==> config.mk <==
export PLATFORM = sky130hd
export DESIGN_NAME = branch_resolve_bht
export DESIGN_NICKNAME = d
export VERILOG_FILES = /design/src/rtl/branch_resolve_bht_pkg.sv /design/src/rtl/branch_resolve_bht_table.sv /design/src/rtl/branch_resolve_bht.sv
export SDC_FILE = /design/constraint.sdc
export NUM_CORES = 1
export LEC_CHECK = 0
export ABC_CLOCK_PERIOD_IN_PS = 3500
export CAP_MARGIN = 20
export CORE_MARGIN = 3
export CORE_UTILIZATION = 50
export CTS_CLUSTER_SIZE = 40
export DETAILED_ROUTE_END_ITERATION = 8
export DONT_BUFFER_PORTS = 1
export PLACE_DENSITY = 0.63
export SLEW_MARGIN = 20
export SYNTH_ARGS = -nofsm -noshare
export SYNTH_HDL_FRONTEND = slang
export SYNTH_HIERARCHICAL = 1
export SYNTH_SLANG_ARGS = --single-unit
==> constraint.sdc <==
create_clock -name i_clk -period 3.5 [get_ports i_clk]
set_input_delay 0.35 -clock i_clk [delete_from_list [all_inputs] [get_ports i_clk]]
set_output_delay 0.35 -clock i_clk [all_outputs]
set_load 0.05 [all_outputs]
==> src/rtl/branch_resolve_bht_pkg.sv <==
// Shared types and helpers for the branch resolution unit and its bimodal history table.
package branch_resolve_bht_pkg;

    typedef enum logic [2:0] {
        BR_NOP  = 3'd0,
        BR_BEQ  = 3'd1,
        BR_BNE  = 3'd2,
        BR_BLT  = 3'd3,
        BR_BGE  = 3'd4,
        BR_BLTU = 3'd5,
        BR_BGEU = 3'd6,
        BR_RSVD = 3'd7
    } br_op_e;

    localparam logic [1:0] WNT = 2'b01;
    localparam logic [1:0] ST  = 2'b11;

    // Two-bit saturating counter step toward the resolved direction.
    function automatic logic [1:0] sat2_update(input logic [1:0] cnt, input logic taken);
        logic [1:0] nxt;
        if (taken) begin
            nxt = (cnt == ST) ? ST : (cnt + 2'd1);
        end else begin
            nxt = (cnt == 2'b00) ? 2'b00 : (cnt - 2'd1);
        end
        return nxt;
    endfunction

endpackage

==> src/rtl/branch_resolve_bht_table.sv <==
// Bimodal history table: one combinational read port, one saturating-update write port.
module bht_table
    import branch_resolve_bht_pkg::*;
#(
    parameter int DEPTH = 64,
    parameter int IDX_W = $clog2(DEPTH)
) (
    input  logic             i_clk,
    input  logic             i_rst,
    input  logic [IDX_W-1:0] i_rd_idx,
    output logic [1:0]       o_rd_cnt,
    input  logic             i_we,
    input  logic [IDX_W-1:0] i_wr_idx,
    input  logic             i_wr_taken
);

    logic [1:0] mem_q [DEPTH];

    // Reads see the stored value, so a same-cycle update is only visible next cycle.
    assign o_rd_cnt = mem_q[i_rd_idx];

    // Counter storage with async reset to weakly not-taken.
    always_ff @(posedge i_clk or negedge i_rst) begin
        if (!i_rst) begin
            for (int i = 0; i < DEPTH; i++) begin
                mem_q[i] <= WNT;
            end
        end else if (i_we) begin
            mem_q[i_wr_idx] <= sat2_update(mem_q[i_wr_idx], i_wr_taken);
        end else begin
            mem_q[i_wr_idx] <= mem_q[i_wr_idx];
        end
    end

endmodule

==> src/rtl/branch_resolve_bht.sv <==
// Branch resolution unit: BHT prediction, compare, registered redirect, flush window and stats.
module branch_resolve_bht
    import branch_resolve_bht_pkg::*;
#(
    parameter int XLEN         = 32,
    parameter int BHT_DEPTH    = 64,
    parameter int FLUSH_CYCLES = 1,
    parameter int CNT_W        = 16
) (
    input  logic             i_clk,
    input  logic             i_rst,
    input  logic [XLEN-1:0]  i_fetch_pc,
    output logic             o_pred_taken,
    input  logic             i_valid,
    input  logic [XLEN-1:0]  i_pc,
    input  logic [XLEN-1:0]  i_imm,
    input  logic [XLEN-1:0]  i_rs1,
    input  logic [XLEN-1:0]  i_rs2,
    input  logic [2:0]       i_br_op,
    input  logic             i_pred_taken,
    output logic             o_redirect,
    output logic [XLEN-1:0]  o_redirect_pc,
    output logic             o_flush,
    output logic [CNT_W-1:0] o_mispredict_cnt
);

    localparam int IDX_W = $clog2(BHT_DEPTH);
    localparam int FL_W  = $clog2(FLUSH_CYCLES + 1);

    logic [IDX_W-1:0] rd_idx_s;
    logic [IDX_W-1:0] wr_idx_s;
    logic [1:0]       rd_cnt_s;
    logic             is_branch_s;
    logic             active_s;
    logic             taken_s;
    logic             mispredict_s;
    logic [XLEN-1:0]  target_s;
    logic [XLEN-1:0]  fallthrough_s;
    logic             unused_s;

    logic             redirect_q,    redirect_d;
    logic [XLEN-1:0]  redirect_pc_q, redirect_pc_d;
    logic [FL_W-1:0]  flush_cnt_q,   flush_cnt_d;
    logic [CNT_W-1:0] mis_cnt_q,     mis_cnt_d;

    assign rd_idx_s = i_fetch_pc[IDX_W+1:2];
    assign wr_idx_s = i_pc[IDX_W+1:2];
    assign unused_s = ^{i_fetch_pc[XLEN-1:IDX_W+2], i_fetch_pc[1:0], rd_cnt_s[0]};

    bht_table #(
        .DEPTH (BHT_DEPTH),
        .IDX_W (IDX_W)
    ) u_bht (
        .i_clk      (i_clk),
        .i_rst      (i_rst),
        .i_rd_idx   (rd_idx_s),
        .o_rd_cnt   (rd_cnt_s),
        .i_we       (active_s),
        .i_wr_idx   (wr_idx_s),
        .i_wr_taken (taken_s)
    );

    assign o_pred_taken = rd_cnt_s[1];
    assign o_flush      = (flush_cnt_q != {FL_W{1'b0}});

    // Branch condition evaluation and mispredict detection.
    always_comb begin
        is_branch_s = 1'b1;
        taken_s     = 1'b0;
        case (br_op_e'(i_br_op))
            BR_BEQ:  taken_s = (i_rs1 == i_rs2);
            BR_BNE:  taken_s = (i_rs1 != i_rs2);
            BR_BLT:  taken_s = ($signed(i_rs1) <  $signed(i_rs2));
            BR_BGE:  taken_s = ($signed(i_rs1) >= $signed(i_rs2));
            BR_BLTU: taken_s = (i_rs1 <  i_rs2);
            BR_BGEU: taken_s = (i_rs1 >= i_rs2);
            default: is_branch_s = 1'b0;
        endcase
        active_s      = i_valid && !o_flush && is_branch_s;
        mispredict_s  = active_s && (taken_s != i_pred_taken);
        target_s      = i_pc + i_imm;
        fallthrough_s = i_pc + 32'(4);
    end

    // Next-state for redirect, flush window and mispredict statistics.
    always_comb begin
        redirect_d    = mispredict_s;
        redirect_pc_d = redirect_pc_q;
        flush_cnt_d   = flush_cnt_q;
        mis_cnt_d     = mis_cnt_q;
        if (mispredict_s) begin
            redirect_pc_d = taken_s ? target_s : fallthrough_s;
            flush_cnt_d   = FL_W'(FLUSH_CYCLES);
            mis_cnt_d     = (mis_cnt_q == {CNT_W{1'b1}}) ? mis_cnt_q : (mis_cnt_q + {{(CNT_W-1){1'b0}}, 1'b1});
        end else if (o_flush) begin
            flush_cnt_d = flush_cnt_q - {{(FL_W-1){1'b0}}, 1'b1};
        end else begin
            flush_cnt_d = {FL_W{1'b0}};
        end
    end

    // Output and counter registers; async reset drops flush and redirect immediately.
    always_ff @(posedge i_clk or negedge i_rst) begin
        if (!i_rst) begin
            redirect_q    <= 1'b0;
            redirect_pc_q <= {XLEN{1'b0}};
            flush_cnt_q   <= {FL_W{1'b0}};
            mis_cnt_q     <= {CNT_W{1'b0}};
        end else begin
            redirect_q    <= redirect_d;
            redirect_pc_q <= redirect_pc_d;
            flush_cnt_q   <= flush_cnt_d;
            mis_cnt_q     <= mis_cnt_d;
        end
    end

    assign o_redirect       = redirect_q;
    assign o_redirect_pc    = redirect_pc_q;
    assign o_mispredict_cnt = mis_cnt_q;

endmodule

==> run_results.csv <==
group,metric,value,unit
critical_path,cp_max_fo,64,
cells_and_area,fin_nets,1520,
synth,syn_avg_cell_area,9.17,sq um
cts,clock_latency,0.44,ns
critical_path,worstSetupPathType,"register to register",
cts,tritoncts,"built",
sta,finalSetupTns,0,ns
pwr,power,0.00752,W
global_route,antenna_found_initial,0,
sta,slew_headroom,45.7,%
cells_and_area,nFillCells,2124,
pwr,power_density,586,nW/um^2
cells_and_area,drive_gt1_share,14.9,%
synth,synth_area,11900,sq um
critical_path,cp-end-kind,"register",
global_route,grt_pass1_wl,51700,microns
placed_design,place_ws,0.0422,ns
worst_hold_path,hold_path_class,"primary input to async pin",
sta,period_minus_slack,3.05,ns
placed_design,gp_congestion,0.861,
route,wl_per_cell,19.7,microns
route,dr.pass1.iters,6,
critical_path,cp_cell_sequence,"mux4_2 > mux2i_1 > o22ai_1 > or3_1 > nor4_4 > o21bai_1 > a22oi_4 > buf_12 > o21ai_0",
cells_and_area,multiInputGateArea,6880,sq um
critical_path,r2r_cells,9,
sta,finalSetupViolations,0,
critical_path,reg2reg_to,"u_bht/mem_q[73]",
route,vias,9676,
route,drt-initial-drc-count,755,
critical_path,worstSetupStartpointType,"register",
cts,cts_setup_buffers,0,
route,drc,0,
route,totalWireLength,31800,microns
job,drv_cap,0,
sta,fin_hold_ws,-0.403,ns
sta,timing_worst_slew_pin_value,0.808,ns
sta,worst_slack,0.448,ns
cts,cts_buffers,17,
route,postRouteAntennaNets,0,
sta,slew_violations,0,
cts,ctsRootBufferMaster,"clkbuf_16",
cells_and_area,n_antenna_cell,0,
sta,fin_crit_sh,87.2,%
cells_and_area,syn_to_final_growth,7.72,%
placed_design,dp_hpwl,22800,microns
cts,ctsLongestPathBuffers,2,
synth,ys_warn_count,6,
floorplan,ioPinCount,218,
synth,synthesis.nets,1533,
global_route,grt_pass1_vias,9314,
floorplan,rows,55,
sta,fin_skew,0.0177,ns
pwr,p_leak,5.34,nW
floorplan,core_area,23100,sq um
floorplan,die_area,25700,sq um
sta,hold_violations,177,
critical_path,crit_slowest_cell,"mux4_2",
critical_path,r2r_slack,0.45,ns
placed_design,place.port_buffers,0,
global_route,grt_remaining_overflow,0,
global_route,track_usage,24.7,%
route,viasPerCell,6.00,
sta,rsz0062_at_grt,"no",
cts,path_clk_slew,0.08,ns
floorplan,die_x,160,microns
cts,clock-sinks,177,
sta,max_freq,0.328,GHz
critical_path,max_stage_delay,0.49,ns
status,violations,"hold timing",
pwr,ir_worst_vdd,0.281,mV
cts,htree_num_levels,4,
cells_and_area,layout.area.seq,4510,sq um
status,run_status,"finished, violations left",
synth,syn_inst,1300,
floorplan,die_h,160,microns
critical_path,crit_arrival,3.35,ns
global_route,grt_max_degree,178,
floorplan,initial_utilization,51.7,%
critical_path,worstPathRequired,3.80,ns
critical_path,r2r-start,"u_bht/mem_q[84]",
[flip-flops by register name (all words and copies together) (netlist names)]
| name | count |
|---|---|
| u_bht/mem_q | 128 |
| o_redirect_pc | 32 |
| o_mispredict_cnt | 16 |
| o_flush | 1 |
[timing repair]
action,in CTS,in global routing
endpoints found under the hold margin,177,177
gates resized for setup,0,0
setup endpoints to repair,0,0
[metal layers]
| layer | track usage, % | part of all wire [%] | wire (microns) | up-vias |
|---|---|---|---|---|
| met3 | 5.26 | 6.6 | 2090 | 49 |
| met1 | 34.7 | 45 | 14300 | 4614 |
| met4 | 5.64 | 1.8 | 577 | 0 |
| met2 | 39.4 | 47 | 14800 | 360 |
| li1 | - | - | - | 4653 |
| met5 | 0 | 0 | 0 | - |
[where the power goes]
| group | total, W | leakage [nW] | internal, W | switching, W |
|---|---|---|---|---|
| clock | 0.00190 | 0.273 | 0.000968 | 0.000935 |
| sequential | 0.00381 | 2.06 | 0.00272 | 0.00109 |
| combinational | 0.00180 | 3.00 | 0.000879 | 0.000924 |
| total | 0.00752 | 5.34 | 0.00457 | 0.00295 |
[stage by stage]
step	util, %	instance area [sq um]	std cells	hold slack (ns)
2_1_floorplan	-	12000	1300	0.0544
3_3_place_gp	53.2	12300	1581	0.0585
3_5_place_dp	53.2	12300	1581	0.0584
4_1_cts	55.7	12800	1613	-0.417
5_1_grt	55.7	12800	1613	-0.420
6_report	55.7	12800	1613	-0.403
[area by class of cell]
class                      instances  area share, %
tap                              313           3.05
sequential                       177           35.1
clock buffer                      18           3.42
multi-input combinational       1004           53.6
clock inverter                    14           1.07
timing repair buffer              29           2.09
inverter                          58           1.70
[worst max path at each step]
| stage | startpoint | end | slack [ns] | cells past startpoint |
|---|---|---|---|---|
| after floorplan | i_rs2[1] | u_bht/mem_q[120] | 0.01 | 17 |
| after global placement | i_rs2[21] | u_bht/mem_q[42] | 0.11 | 14 |
| after detailed placement | i_rs2[21] | u_bht/mem_q[24] | 0.04 | 14 |
| after CTS | u_bht/mem_q[84] | u_bht/mem_q[73] | 0.44 | 9 |
| after global routing | u_bht/mem_q[86] | u_bht/mem_q[73] | 0.24 | 9 |
| final | u_bht/mem_q[84] | u_bht/mem_q[73] | 0.45 | 9 |
[cell usage in the layout (no fill, tap or decap), types with 26 or more instances in the layout]
master   instances
o21ai_0         78
nand3_1         26
dfstp_2         64
dfrtp_1        113
nand4_1         29
nor2_1         153
a21oi_1        126
ha_1            63
nand2_1        168
inv_1           57
mux4_2          44
xnor2_1         42
[worst max-delay path, delay by kind of cell, from the launching register on]
family | cells | cell delay (ns)
AO/OA/AOI/OAI | 4 | 0.66
buffers and inverters | 1 | 0.29
flip-flops | 1 | 0.37
multiplexers | 2 | 0.71
AND/OR/NAND/NOR | 2 | 0.86
Power figures use the tool's default switching activity.
